`config.mk`:
```
export PLATFORM = sky130hd
export DESIGN_NAME = ones_enum
export DESIGN_NICKNAME = d
export VERILOG_FILES = /design/src/rtl/ones_enum_pkg.sv /design/src/rtl/ones_enum_pop.sv /design/src/rtl/ones_enum.sv
export SDC_FILE = /design/constraint.sdc
export NUM_CORES = 1
export LEC_CHECK = 0
export BUFFER_PORTS_ARGS = -buffer_cell sky130_fd_sc_hd__buf_2
export CAP_MARGIN = 20
export CORE_MARGIN = 2
export CORE_UTILIZATION = 36
export CTS_CLUSTER_SIZE = 24
export DETAILED_ROUTE_END_ITERATION = 8
export GPL_TIMING_DRIVEN = 0
export SETUP_SLACK_MARGIN = 0.1
export SYNTH_ARGS = -nofsm -noshare
export SYNTH_HDL_FRONTEND = slang
export SYNTH_HIERARCHICAL = 1
export SYNTH_SLANG_ARGS = --single-unit
```
`constraint.sdc`:
```
create_clock -name clk -period 3.6 [get_ports clk]
set_input_delay 0.18 -clock clk [delete_from_list [all_inputs] [get_ports clk]]
set_output_delay 0.18 -clock clk [all_outputs]
set_load 0.03 [all_outputs]
```
`src/rtl/ones_enum_pkg.sv`:
```
// Shared types and helpers for the ones_enum k-of-6 pattern source.
// Latency: n/a (constants and pure functions only).
// Backpressure: n/a. ONES_ENUM_GOSPER_EN selects the direct next-permutation datapath.
package ones_enum_pkg;

  localparam int ONES_W  = 6;  // data width
  localparam int ONES_KW = 3;  // ones-count width
  localparam int ONES_NW = 5;  // handed-off value counter width

  typedef enum logic [1:0] {
    IDLE = 2'd0,
    RUN  = 2'd1,
    DONE = 2'd2
  } state_e;

  // Size of each k-of-6 set, C(6,k).
  localparam logic [ONES_NW-1:0] BINOM [0:6] = '{5'd1, 5'd6, 5'd15, 5'd20, 5'd15, 5'd6, 5'd1};

  // Smallest value with k ones: 2^k - 1.
  function automatic logic [ONES_W-1:0] ones_mask(input logic [ONES_KW-1:0] k);
    return 6'((7'd1 << k) - 7'd1);
  endfunction

  // Largest value with k ones: the mask pushed to the top of the word.
  function automatic logic [ONES_W-1:0] last_val(input logic [ONES_KW-1:0] k);
    return ones_mask(k) << (3'd6 - k);
  endfunction

  // Next larger value with the same popcount: isolate the lowest set bit,
  // ripple it upward, then re-justify the displaced ones at the bottom.
  // Worked in 7 bits so the carry out of the top is never silently lost.
  function automatic logic [ONES_W-1:0] gosper_next(input logic [ONES_W-1:0] x);
    logic [6:0] xe;
    logic [6:0] c;
    logic [6:0] r;
    logic [6:0] t;
    int         sh;
    xe = {1'b0, x};
    c  = xe & (~xe + 7'd1);
    r  = xe + c;
    t  = (r ^ xe) >> 2;
    sh = 0;
    for (int i = 0; i < 7; i++) begin
      if (c[i]) sh = i;
    end
    t = t >> sh;
    return 6'(t | r);
  endfunction

endpackage

```
`src/rtl/ones_enum_pop.sv`:
```
// Combinational 6-bit population count.
// Latency: 0 cycles (pure combinational).
// Backpressure: none; no handshake.
module ones_enum_pop
  import ones_enum_pkg::*;
(
  input  logic [ONES_W-1:0]  d,
  output logic [ONES_KW-1:0] cnt
);

  // Sum the set bits; 3 bits is enough for a maximum of 6.
  always_comb begin
    cnt = '0;
    for (int i = 0; i < ONES_W; i++) begin
      cnt = cnt + {2'b00, d[i]};
    end
  end

endmodule

```
`src/rtl/ones_enum.sv`:
```
// Enumerates every 6-bit value with exactly k ones, ascending; ONES_ENUM_GOSPER_EN = gapless next-permutation mode.
// Latency: first o_valid 1 cycle after start (ONES_ENUM_GOSPER_EN) or 2^k cycles (default scan); done 1 cycle after last handshake.
// Backpressure: valid/ready; o and o_last hold while o_valid && !o_ready; all outputs registered.
module ones_enum
  import ones_enum_pkg::*;
#(
  parameter int W = ONES_W
)(
  input  logic               clk,
  input  logic               rst_n,
  input  logic               start,
  input  logic [ONES_KW-1:0] k,
  input  logic               o_ready,
  output logic               o_valid,
  output logic [W-1:0]       o,
  output logic               o_last,
  output logic               busy,
  output logic               done,
  output logic               err,
  output logic [ONES_NW-1:0] n_out
);

  state_e             state_q, state_d;
  logic [ONES_KW-1:0] k_q, k_d;
  logic [ONES_W-1:0]  o_q, o_d;
  logic               o_valid_q, o_valid_d;
  logic               o_last_q, o_last_d;
  logic               busy_q, busy_d;
  logic               done_q, done_d;
  logic               err_q, err_d;
  logic [ONES_NW-1:0] n_out_q, n_out_d;
  logic               hs;

`ifdef ONES_ENUM_GOSPER_EN
  logic [ONES_W-1:0]  nxt_val;

  assign nxt_val = gosper_next(o_q);
`else
  // Scan counter carries a 7th bit so running off the end of 0..63 is visible.
  logic [6:0]         cnt_q, cnt_d;
  logic [6:0]         cnt_nxt;
  logic [ONES_KW-1:0] cand_pop;

  assign cnt_nxt = cnt_q + 7'd1;

  ones_enum_pop u_pop (
    .d   (cnt_nxt[ONES_W-1:0]),
    .cnt (cand_pop)
  );
`endif

  assign hs = o_valid_q & o_ready;

  // Next-state and next-output logic; o_ready only ever reaches _d signals.
  always_comb begin
    state_d   = state_q;
    k_d       = k_q;
    o_d       = o_q;
    o_valid_d = o_valid_q;
    o_last_d  = o_last_q;
    busy_d    = busy_q;
    done_d    = 1'b0;
    err_d     = err_q;
    n_out_d   = n_out_q;
`ifndef ONES_ENUM_GOSPER_EN
    cnt_d     = cnt_q;
`endif
    case (state_q)
      IDLE: begin
        if (start) begin
          k_d     = k;
          n_out_d = '0;
          err_d   = 1'b0;
          if (k == 3'd7) begin
            err_d   = 1'b1;
            done_d  = 1'b1;
            state_d = DONE;
          end else begin
            state_d = RUN;
            busy_d  = 1'b1;
`ifdef ONES_ENUM_GOSPER_EN
            o_d       = ones_mask(k);
            o_valid_d = 1'b1;
            o_last_d  = (ones_mask(k) == last_val(k));
`else
            // Candidate 0 is shown first; it only matches when k is 0.
            cnt_d     = '0;
            o_d       = '0;
            o_valid_d = (k == 3'd0);
            o_last_d  = (k == 3'd0);
`endif
          end
        end
      end
      RUN: begin
        if (hs) begin
          n_out_d = (n_out_q == '1) ? n_out_q : n_out_q + 5'd1;
        end
        if (hs && o_last_q) begin
          state_d   = DONE;
          busy_d    = 1'b0;
          done_d    = 1'b1;
          o_valid_d = 1'b0;
          o_last_d  = 1'b0;
        end else if (!o_valid_q || o_ready) begin
`ifdef ONES_ENUM_GOSPER_EN
          o_d       = nxt_val;
          o_valid_d = 1'b1;
          o_last_d  = (nxt_val == last_val(k_q));
`else
          cnt_d     = cnt_nxt;
          o_d       = cnt_nxt[ONES_W-1:0];
          o_valid_d = ~cnt_nxt[6] && (cand_pop == k_q);
          o_last_d  = ~cnt_nxt[6] && (cand_pop == k_q) &&
                      (cnt_nxt[ONES_W-1:0] == last_val(k_q));
          // The last value always precedes the wrap; close out defensively anyway.
          if (cnt_nxt[6]) begin
            state_d   = DONE;
            busy_d    = 1'b0;
            done_d    = 1'b1;
            o_valid_d = 1'b0;
            o_last_d  = 1'b0;
          end
`endif
        end
      end
      DONE: begin
        state_d = IDLE;
      end
      default: begin
        state_d = IDLE;
      end
    endcase
  end

  // State and registered outputs; synchronous active-low reset aborts any run.
  always_ff @(posedge clk) begin
    if (!rst_n) begin
      state_q   <= IDLE;
      k_q       <= '0;
      o_q       <= '0;
      o_valid_q <= 1'b0;
      o_last_q  <= 1'b0;
      busy_q    <= 1'b0;
      done_q    <= 1'b0;
      err_q     <= 1'b0;
      n_out_q   <= '0;
`ifndef ONES_ENUM_GOSPER_EN
      cnt_q     <= '0;
`endif
    end else begin
      state_q   <= state_d;
      k_q       <= k_d;
      o_q       <= o_d;
      o_valid_q <= o_valid_d;
      o_last_q  <= o_last_d;
      busy_q    <= busy_d;
      done_q    <= done_d;
      err_q     <= err_d;
      n_out_q   <= n_out_d;
`ifndef ONES_ENUM_GOSPER_EN
      cnt_q     <= cnt_d;
`endif
    end
  end

  assign o_valid = o_valid_q;
  assign o       = o_q;
  assign o_last  = o_last_q;
  assign busy    = busy_q;
  assign done    = done_q;
  assign err     = err_q;
  assign n_out   = n_out_q;

endmodule

```
; After elaboration in Yosys (flattened, before gate mapping)
; Index checks and enable logic that the tools add are counted.
[totals]
regBits = 28
in_bits = 7
output_inout_bits = 16
word_cells = 92
[classes]
addsub = 9
n_eq_ne = 13
shift = 2
mux = 42
bitwise_logic = 2
n_reduce_logical = 14
[op_table]
columns = cell, n
row1 = $mux W7, 4
row2 = $mux W6, 4
row3 = $mux W1, 18
row4 = $mux W5, 3
row5 = $pmux W7 S2, 1
row6 = $add A3 B1 Y3, 4
row7 = $ne A2 B2 Y1 const B, 6
row8 = $pmux W6 S2, 1
row9 = $mux W2, 5
row10 = $pmux W5 S2, 1
row11 = $reduce_and A5 Y1, 2
row12 = $pmux W1 S2, 4
row13 = $reduce_and A4 Y1, 2
row14 = $add A7 B1 Y7 const B, 1
row15 = $eq A6 B6 Y1, 1
row16 = $ne A3 B3 Y1 const B, 2
row17 = $shl A1 B3 Y6 const A, 1
row18 = $shl A6 B3 Y6, 1
row19 = $sub A6 B1 Y6 const B, 1
row20 = $add A5 B1 Y5 const B, 1
row21 = $eq A5 B5 Y1 const B, 1
row22 = $pmux W2 S2, 1
row23 = $eq A3 B3 Y1, 1
row24 = $eq A3 B3 Y1 const B, 1
row25 = other kinds (13), 15

; Longest topological paths before layout
; Gate-level depths: netlist of the first run.
[logic_depth]
depth_word = 13
mapped_depth = 14
ltp_nobuf = 14

; By module
; Netlist of the first run, hierarchy kept.
[modules_own_cells]
columns = mod, n_inst, cells_each, area_per_inst_um2, seq_area_each_um2
row1 = ones_enum, 1, 207, 1675.4, 440.4
row2 = ones_enum_pop, 1, 9, 91.3, 0.0

; Least setup slack after synthesis of the first run
; No wires, ideal clock.
[synth_timing]
kind = reg-to-reg
startpoint = register, netlist name o[0]
endpoint = register o_last_q (netlist: o_last)
setup_ps = 87
arrival_ps = 3572
required_ps = 3513
path_slack_ps = -59
stages_incl_launch_ff = 14
n_path_buf = 0
period_less_slack_ps = 3659
path_cell_list = dfxtp_1 ha_1 xor2_1 inv_1 fa_1 inv_1 fa_1 fa_1 xnor2_1 nand3_1 nor4_1 o21ai_0 or4_1 o31ai_1
[synth_lines]
columns = item, line
row1 = to (signal assigned), ones_enum.sv:156  ; o_last_q <= o_last_d;
row2 = to (decl), ones_enum.sv:27  ; logic o_last_q, o_last_d;

==> flow_summary_export.csv, run 1 <==
group,metric,value,unit
run_status,status,"finished, final reports clean",
drt,routedWlPerCell,13.0,um
floorplanning,initial_core_util,37.4,%
critical_path,crit_arrival,3.73,ns
timing,min_period_over_period,98.6,%
cts,clk_latency,0.27,ns
critical_path,path_class,"reg2reg",
layout,postLayoutCellArea,2230,um^2
critical_path,endpoint_kind,"flop",
global_routing,grt_pass1_wl,7.14,mm
timing,fmax,0.282,GHz
floorplanning,die_x,74.1,um
logic_synthesis,synth_cells,216,
cts,cts_buffer_depth,2,
cts,htree_levels,1,
global_routing,track_usage,16.5,%
timing,layout_min_cycle_time,3.55,ns
global_routing,gr-total-overflow,0,
layout,final.fill_count,469,
pwr,switching_share,32.5,%
cts,cts_inserted_buffers,3,
global_routing,grt_pass1_vias,1541,
logic_synthesis,ys_seq_area_share,24.9,%
drt,drt_iter0_drc,77,
cts,clock_sinks,22,
critical_path,r2r_slack,0.05,ns
logic_synthesis,syn_area,1770,um^2
place,post-dp-hpwl,2.95,mm
logic_synthesis,synth.avg_cell_area,8.18,um^2
critical_path,startpoint_type,"flop",
flow_run,maxCapViolations,0,
logic_synthesis,syn_nets,237,
cts,cts_root_buf,"clkbuf_8",
pwr,leakagePower,0.955,nW
critical_path,critPathLaunch,"o[2]",
drt,firstDrtPassIters,4,
timing,finClkSkew,0.00258,ns
critical_path,cp_max_fo,4,
timing,setup_viol,0,
cts,cts_hold_buf,0,
pwr,p_seq_share,35.8,%
layout,stdcell_count,322,
floorplanning,row_count,25,
drt,ant_nets,0,
global_routing,antenna_found_initial,0,
critical_path,critPathCapture,"o_last",
critical_path,worstReg2RegStart,"o[2]",
timing,slew-limit-headroom,33.8,%
timing,final-hold-violation-count,0,
min_path,hold_path.class,"in2reg",
drt,wirelength,4.19,mm
floorplanning,die_h,74.1,um
timing,rsz0062_at_grt,"true",
layout,area_growth,26.3,%
place,dpl.cell_count,305,
cts,path_clk_slew,0.09,ns
logic_synthesis,yosys_warnings,6,
cts,cts_tree,"yes",
logic_synthesis,ys_types,54,
logic_synthesis,async_flop_share,0,%
place,portBuffers,22,
pwr,power,0.000731,W
drt,vias_per_cell,5.14,
layout,diodes,0,
place,placed_area,1990,um^2
pwr,clkPwrFrac,32.6,%
logic_synthesis,dominantRegCellSynth,"dfxtp_1",
timing,tightest_slew,0.991,ns
critical_path,reg2reg_depth,14,
pwr,pwr_density_cell,328,nW/um^2
global_routing,grt_max_degree,14,
layout,drive_gt1_share,29.8,%
floorplanning,dieArea,5480,um^2
floorplanning,pin_count,23,
pwr,p_int,0.000493,W
pwr,p_comb_share,31.7,%
layout,fin_nets,277,
timing,holdWs,0.180,ns
pwr,irDropWorstVdd,0.270,mV
critical_path,required,3.78,ns
drt,drc_errors,0,
floorplanning,core_area,4720,um^2
logic_synthesis,synth_edf_count,0,
pwr,net-switching-power,0.000238,W
place,place_congestion,0.827,
logic_synthesis,ys_ff_latch,22,
timing,maxSlewViolCount,0,
drt,vias,1655,
critical_path,r2r_end,"o_last",
## layout by cell type (no fill, tap or decap), types with 3 or more instances in the layout
cell type | synthesis | routed
nor2_1 | 21 | 21
o21ai_1 | 3 | 4
nand3b_1 | 3 | 3
dfxtp_4 | 0 | 5
mux2i_1 | 3 | 3
dfxtp_1 | 22 | 17
nor3_1 | 5 | 5
a22oi_1 | 4 | 4
nor4_1 | 5 | 4
clkbuf_8 | 0 | 3
inv_1 | 11 | 11
nand2_1 | 10 | 10
o21ai_0 | 6 | 5
nand3_1 | 8 | 6
ha_1 | 11 | 10
buf_4 | 7 | 20
xor2_1 | 6 | 5
xnor2_1 | 11 | 9
nand2b_1 | 8 | 8
a211oi_1 | 5 | 5
clkbuf_1 | 3 | 3
a21oi_1 | 17 | 17
and3_1 | 4 | 3
buf_2 | 3 | 25
## how the worst min path moves through the flow
stage               slack [ns]  start      to  cells after the start
finish                    0.18   k[0]  k_q[0]                      3
global route              0.20   k[0]  k_q[0]                      3
CTS                       0.18   k[0]  k_q[0]                      3
detailed placement        0.46   k[0]  k_q[0]                      3
global placement          0.45   k[1]  k_q[1]                      3
floorplan                 0.29  rst_n  o_last                      2
## cell usage after synthesis, types with 3 or more instances
cell type | instances | area [um^2]
clkbuf_1 | 3 | 11.3
nand3b_1 | 3 | 22.5
xor2_1 | 6 | 52.6
ha_1 | 11 | 138
a22oi_1 | 4 | 30.0
buf_2 | 3 | 15.0
a21oi_1 | 17 | 85.1
nand2b_1 | 8 | 50.1
nor4_1 | 5 | 31.3
nand3_1 | 8 | 40.0
and3_1 | 4 | 25.0
nor3_1 | 5 | 25.0
dfxtp_1 | 22 | 440
nor2_1 | 21 | 78.8
inv_1 | 11 | 41.3
o21ai_1 | 3 | 15.0
fa_1 | 3 | 60.1
o21ai_0 | 6 | 30.0
mux2i_1 | 3 | 30.0
nand2_1 | 10 | 37.5
xnor2_1 | 11 | 96.3
a211oi_1 | 5 | 37.5
buf_4 | 7 | 52.6
## layer usage
metal | vias up | routed length [um] | track usage, %
met2 | 40 | 1970 | 28.4
met1 | 774 | 2050 | 22.3
met3 | 2 | 153 | 2.85
met5 | - | 0 | 0
met4 | 0 | 13 | 1.82
li1 | 839 | - | -
## critical path: stages (launching register included)
cell     delay (ns)
dfxtp_4        0.38
and3_4         0.19
nand3_4        0.08
xnor2_2        0.15
inv_1          0.07
fa_1           0.48
inv_1          0.05
fa_2           0.33
fa_1           0.53
xnor2_1        0.13
nand3_1        0.10
nor4_2         0.19
o21ai_1        0.11
or4_1          0.49
o31ai_2        0.20
## flip-flops by register name, indices dropped and copies added (netlist names)
signal	count
o_last	1
err	1
n_out	5
cnt_q	2
k_q	3
o_valid	1
busy	1
done	1
o	5
state_q	2
## logic make-up after synthesis
family / after synthesis / synth area share [%]
xor gates and xnor gates: 18 / 9.35
AOI/OAI and AO/OA: 49 / 18.3
muxes: 4 / 2.34
adders and majority gates: 14 / 11.2
DFF: 22 / 24.9
buffers and inverters: 26 / 7.65
and+or+nand+nor: 83 / 26.2
## repair_timing
item | 4_1_cts | 5_1_grt
buffers inserted | 13 | 0
gates resized for setup | 13 | 2
pin swaps | 9 | 3
hold endpoints to repair | 0 | 0
setup endpoints to repair | 1 | 1
## through the flow
stage | TNS [ns] | worst slack [ns] | util [%]
2_1_floorplan | 0 | 0.0819 | -
3_3_place_gp | -0.290 | -0.290 | 42.2
3_5_place_dp | -0.238 | -0.238 | 42.2
4_1_cts | -0.0901 | -0.0901 | 47.0
5_1_grt | -0.133 | -0.133 | 47.2
6_report | 0 | 0.0501 | 47.2
## power by group through the flow
| stage | registers (W) | clock network [W] | logic (W) |
|---|---|---|---|
| floorplan | 0.000279 | 0 | 0.000164 |
| global placement | 0.000271 | 0 | 0.000220 |
| detailed placement | 0.000271 | 0 | 0.000219 |
| CTS | 0.000261 | 0.000244 | 0.000230 |
| global route | 0.000263 | 0.000253 | 0.000256 |
| finish | 0.000261 | 0.000238 | 0.000231 |
## area by class of cell
| type | count | area, um^2 | share of cell area [%] |
|---|---|---|---|
| multi-input cells | 168 | 1270 | 57.1 |
| flip-flops and latches | 22 | 459 | 20.6 |
| repair buffers | 35 | 208 | 9.31 |
| plain buffers | 14 | 90.1 | 4.04 |
| well taps | 67 | 83.8 | 3.76 |
| inverters | 12 | 45.0 | 2.02 |
| clock buffers | 3 | 41.3 | 1.85 |
| clock inverters | 1 | 30.0 | 1.35 |
(Power assumes the default switching activity.)
==> inputs of run 2 (changes only) <==
Settings changed: CAP_MARGIN 20 to unset, CTS_BUF_LIST set to sky130_fd_sc_hd__clkbuf_2.
==> flow_summary_export.csv, run 2 (same netlist as run 1, synthesis figures left out) <==
group,metric,value,unit
critical_path,slowest_stage,"fa_1",
timing,rsz0062_at_grt,"true",
place,placed_area,1990,um^2
layout,diodes,0,
critical_path,path_class,"reg2reg",
place,place_congestion,0.827,
global_routing,grt_pass1_vias,1528,
layout,final_common_cell,"buf_2",
layout,postLayoutCellArea,2200,um^2
critical_path,cp_max_fo,4,
run_status,status,"finished, final reports clean",
drt,vias,1641,
min_path,hold_path.class,"in2reg",
timing,final-hold-violation-count,0,
drt,drt_iter0_drc,65,
timing,slew-limit-headroom,32.9,%
critical_path,critPathBufInv,2,
cts,cts_root_buf,"clkbuf_2",
layout,fin_nets,277,
global_routing,antenna_found_initial,0,
timing,finClkSkew,0.0131,ns
pwr,leakagePower,0.946,nW
layout,final_cell_mix,"25 x buf_2, 21 x nor2_1, 20 x buf_4, 17 x a21oi_1, 17 x dfxtp_1",
cts,clk_latency,0.35,ns
layout,final.fill_count,469,
place,post-dp-hpwl,2.95,mm
floorplanning,die_h,74.1,um
global_routing,gr-total-overflow,0,
pwr,irDropWorstVdd,0.328,mV
global_routing,grt_pass1_wl,7.10,mm
critical_path,r2r_end,"o_last",
drt,vias_per_cell,5.10,
cts,path_clk_slew,0.25,ns
critical_path,path_cells,"and3_4, nand3_4, xnor2_2, inv_1, fa_1, inv_1, fa_2, fa_1, xnor2_1, nand3_1, nor4_2, o21ai_1, or4_1, o31ai_2",
pwr,power,0.000675,W
timing,setup_viol,0,
critical_path,reg2reg_depth,14,
flow_run,maxCapViolations,0,
timing,min_period_over_period,98.5,%
place,portBuffers,22,
layout,area_growth,24.8,%
cts,cts_buffer_depth,2,
min_path,worstHoldPathCells,3,
cts,cts_tree,"yes",
critical_path,worstReg2RegStart,"o[2]",
global_routing,grt_max_degree,14,
min_path,whs_endpoint,"k_q[0]",
floorplanning,die_x,74.1,um
critical_path,crit_arrival,3.82,ns
cts,cts_inserted_buffers,3,
critical_path,required,3.88,ns
layout,drive_gt1_share,29.8,%
drt,drc_errors,0,
critical_path,cpPeakStageDelay,0.53,ns
floorplanning,core_area,4720,um^2
timing,tightest_slew,1.00,ns
drt,routedWlPerCell,12.8,um
min_path,min-delay-start,"k[0]",
layout,stdcell_count,322,
critical_path,startpoint_type,"flop",
global_routing,track_usage,16.2,%
floorplanning,row_count,25,
timing,layout_min_cycle_time,3.55,ns
cts,htree_levels,1,
timing,fmax,0.282,GHz
drt,wirelength,4.13,mm
drt,firstDrtPassIters,4,
floorplanning,initial_core_util,37.4,%
timing,maxSlewViolCount,0,
critical_path,r2r_slack,0.05,ns
pwr,pwr_density_cell,306,nW/um^2
cts,clock_sinks,22,
drt,ant_nets,0,
floorplanning,pin_count,23,
critical_path,endpoint_kind,"flop",
floorplanning,dieArea,5480,um^2
critical_path,critical_path.top_delay_family,"adder cells",
place,dpl.cell_count,305,
## run 2: changes by cell type in the layout (fill, tap and decap cells not counted)
cell,previous run,this run
clkbuf_8,3,0
clkbuf_2,0,3
## run 2: through the flow
| step | hold WS [ns] | util, % | setup TNS [ns] | worst slack [ns] |
|---|---|---|---|---|
| 2_1_floorplan | 0.288 | - | 0 | 0.0819 |
| 6_report | 0.0768 | 46.7 | 0 | 0.0548 |
| 4_1_cts | 0.0722 | 46.1 | -0.0915 | -0.0915 |
| 5_1_grt | 0.0714 | 46.7 | -0.134 | -0.134 |
| 3_3_place_gp | 0.455 | 42.2 | -0.290 | -0.290 |
| 3_5_place_dp | 0.464 | 42.2 | -0.238 | -0.238 |
## run 2: what timing repair did
action                                  CTS  global route
pin swaps                                 8             2
hold buffers                              0             0
setup buffers                            11             2
resized for setup                        13             2
endpoints found under the setup margin    1             1
## run 2: routing by layer
| layer | part of all wire [%] | vias up | track usage, % |
|---|---|---|---|
| met2 | 47 | 28 | 27.8 |
| met1 | 50 | 776 | 22.2 |
| met3 | 3.3 | 2 | 2.85 |
| met5 | 0 | - | 0 |
| li1 | - | 835 | - |
| met4 | 0.34 | 0 | 1.21 |
## run 2: layout make-up
type                       instances  area [um^2]  share of cell area (%)
buffer                            14         90.1                    4.09
clock buffer                       3         15.0                   0.681
clock inverter                     1         30.0                    1.36
inverter                          12         45.0                    2.04
multi-input combinational        168         1270                    57.8
sequential                        22          459                    20.8
tap                               67         83.8                    3.80
timing repair buffer              35          208                    9.42
## run 2: worst min-delay path, delay by kind of cell
family                 cells  cell delay (ns)
AOI/OAI and AO/OA          1             0.06
buffers and inverters      1             0.10
and+or+nand+nor            1             0.07
## run 2: how the worst max path moves through the flow
stage	start	endpoint	cells after the start
final	o[2]	o_last	14
after global routing	o[2]	o_last	14
after CTS	o[2]	o_last	14
after detailed placement	o[0]	o_last	13
after global placement	o[2]	o_last	14
after floorplan	o[2]	o_last	14
## run 2: report_power, final
part           switching (W)  internal [W]  total, W  leakage, nW
sequential        0.00000987      0.000252  0.000262        0.183
combinational       0.000138     0.0000927  0.000231        0.736
clock              0.0000867     0.0000956  0.000182       0.0266
total               0.000234      0.000441  0.000675        0.946
==> inputs of run 3 (changes only) <==
Settings changed: ABC_AREA set to 1, BUFFER_PORTS_ARGS -buffer_cell sky130_fd_sc_hd__buf_2 to unset, DONT_BUFFER_PORTS set to 1, REMOVE_ABC_BUFFERS set to 1.
==> flow_summary_export.csv, run 3 <==
group,metric,value,unit
layout,final_common_cell,"nand2_1",
critical_path,slowest_stage,"fa_1",
logic_synthesis,yosys.cell_count.top_type,"nand2_1",
min_path,hold_path.class,"in2reg",
layout,drive_gt1_share,13.6,%
global_routing,grt_pass1_vias,1488,
layout,final_cell_mix,"64 x nand2_1, 41 x inv_1, 34 x nand3_1, 22 x nor2_1, 16 x dfxtp_1",
logic_synthesis,synth_adder_area_share,10.9,%
run_status,status,"finished, final reports clean",
timing,min_period_over_period,92.0,%
critical_path,worstReg2RegStart,"o[0]",
layout,fin_util,39.7,%
timing,final-hold-violation-count,0,
layout,multi_input_area,1140,um^2
critical_path,path_cells,"nand4_1, nor2_1, xor2_1, inv_1, inv_1, fa_1, inv_1, fa_2, fa_1, xnor2_1, nand3_1, nor2_1, nand2_1, nor2_1, nand2_1, nor2_1, nand2_1, a21oi_2",
layout,final-seq-area,458,um^2
logic_synthesis,synth_edf_count,0,
critical_path,crit_arrival,3.59,ns
timing,slew-limit-headroom,69.0,%
pwr,p_comb_share,42.9,%
critical_path,critPathCapture,"o_last",
critical_path,critical_path.top_delay_family,"adder cells",
pwr,leakagePower,0.881,nW
flow_run,maxCapViolations,0,
critical_path,required,3.87,ns
critical_path,r2r_slack,0.29,ns
drt,vias,1631,
layout,stdcell_count,339,
timing,maxSlewViolCount,0,
logic_synthesis,muxShareOfSynthArea,0,%
logic_synthesis,synth_xor_area_share,2.90,%
drt,ant_nets,0,
critical_path,crit_cells,18,
place,post-dp-hpwl,2.93,mm
logic_synthesis,synth-simple-area-share,36.5,%
logic_synthesis,synth.avg_cell_area,6.56,um^2
drt,wirelength,3.69,mm
pwr,net-switching-power,0.000303,W
logic_synthesis,syn_area,1810,um^2
place,portBuffers,0,
pwr,pwr_density_cell,368,nW/um^2
pwr,p_int,0.000396,W
global_routing,grt_max_degree,14,
pwr,switching_share,43.3,%
timing,postLayoutSetupSlackWorst,0.286,ns
global_routing,track_usage,14.2,%
critical_path,reg2reg_depth,18,
pwr,p_seq_share,44.0,%
logic_synthesis,yosys_warnings,6,
critical_path,startpoint_type,"flop",
cts,cts_inserted_buffers,3,
critical_path,r2r_end,"o_last",
cts,clock_sinks,22,
logic_synthesis,async_flop_share,0,%
logic_synthesis,synth.cells.most_frequent,"64 x nand2_1, 41 x inv_1, 34 x nand3_1, 22 x dfxtp_1, 22 x nor2_1",
floorplanning,row_count,25,
drt,vias_per_cell,4.81,
timing,setup_viol,0,
floorplanning,initial_core_util,37.9,%
layout,diodes,0,
timing,fmax,0.302,GHz
logic_synthesis,synth_area_leaders,"dfxtp_1 24%, nand2_1 13%, nand3_1 9.4%, inv_1 8.5%, ha_1 7.6%",
global_routing,grt_pass1_wl,6.30,mm
pwr,clkPwrFrac,13.1,%
cts,cts_root_buf,"clkbuf_2",
logic_synthesis,dominantRegCellSynth,"dfxtp_1",
logic_synthesis,ys_types,32,
critical_path,crit_path_frequent_cell,"nor2_1",
critical_path,path_class,"reg2reg",
cts,clk_latency,0.31,ns
drt,routedWlPerCell,10.9,um
timing,holdWs,0.0512,ns
pwr,power,0.000699,W
place,place_congestion,0.781,
logic_synthesis,synth_cells,276,
drt,drt_iter0_drc,83,
place,dpl.cell_count,332,
global_routing,antenna_found_initial,0,
drt,firstDrtPassIters,4,
logic_synthesis,synth-compound-area-share,11.8,%
logic_synthesis,ys_ff_latch,22,
logic_synthesis,synth_top_family_by_area,"simple AND/OR/NAND/NOR gates",
layout,fin_nets,295,
critical_path,cp_max_fo,8,
place,pre_cts_ws,-0.0914,ns
logic_synthesis,synth_top_area_share,24.3,%
critical_path,critPathLaunch,"o[0]",
drt,drc_errors,0,
pwr,irDropWorstVdd,0.271,mV
logic_synthesis,ys_seq_area_share,24.3,%
cts,path_clk_slew,0.19,ns
timing,finClkSkew,0.00500,ns
timing,layout_min_cycle_time,3.31,ns
critical_path,cpPeakStageDelay,0.52,ns
cts,cts_buffer_depth,2,
critical_path,critPathBufInv,3,
floorplanning,die_x,74.9,um
cts,htree_levels,1,
critical_path,endpoint_kind,"flop",
floorplanning,pin_count,23,
floorplanning,core_area,4790,um^2
floorplanning,die_h,74.9,um
cts,cts_tree,"yes",
floorplanning,dieArea,5620,um^2
logic_synthesis,synth_largest_area_cell,"dfxtp_1",
global_routing,gr-total-overflow,0,
layout,final.fill_count,511,
layout,area_growth,4.97,%
timing,rsz0062_at_grt,"true",
timing,tightest_slew,0.464,ns
==> run 3: metal layers <==
layer  vias up  share of wire (%)  global-route usage, %
li1        875                  -                      -
met1       715                 51                   19.8
met2        35                 43                   22.3
met3         6                5.3                   2.68
met4         0                1.1                   3.97
met5         -                  0                      0
==> run 3: timing repair <==
item                       CTS  global route
gates resized for setup      6             7
pin swaps                    0             8
buffers inserted             0             3
hold endpoints to repair     9             0
hold buffers                 1             0
setup endpoints to repair    1             1
==> run 3: how the worst min path moves through the flow <==
stage	depth (start not counted)	from	end	slack, ns
global placement	2	rst_n	state_q[0]	0.29
detailed placement	2	rst_n	state_q[0]	0.29
CTS	2	k[1]	k_q[1]	0.03
finish	2	k[2]	k_q[2]	0.05
global route	2	k[1]	k_q[1]	0.02
floorplan	2	rst_n	state_q[0]	0.28
==> run 3: metrics by stage <==
stage	instance area, um^2	TNS, ns
after global placement	1820	-0.0868
after detailed placement	1820	-0.0914
after floorplan	1740	0
final	1900	0
after CTS	1860	0
after global routing	1900	0
==> run 3: layout make-up <==
cell class / count / share of cell area (%)
timing repair buffer: 4 / 1.71
sequential: 22 / 24.1
inverter: 46 / 9.08
tap: 67 / 4.41
multi-input combinational: 197 / 59.9
clock buffer: 3 / 0.789
==> run 3: cells by family after synthesis <==
kind of cell | count (synthesis)
compound gates | 35
fa+ha+maj | 14
buf+inv | 57
xor+xnor | 6
simple gates | 142
flops | 22
==> run 3: power groups by stage <==
stage | combinational [W] | clock (W) | sequential [W]
after CTS | 0.000289 | 0.0000979 | 0.000309
final | 0.000300 | 0.0000919 | 0.000308
after global placement | 0.000286 | 0 | 0.000314
after detailed placement | 0.000286 | 0 | 0.000314
after global routing | 0.000347 | 0.000107 | 0.000312
after floorplan | 0.000239 | 0 | 0.000307
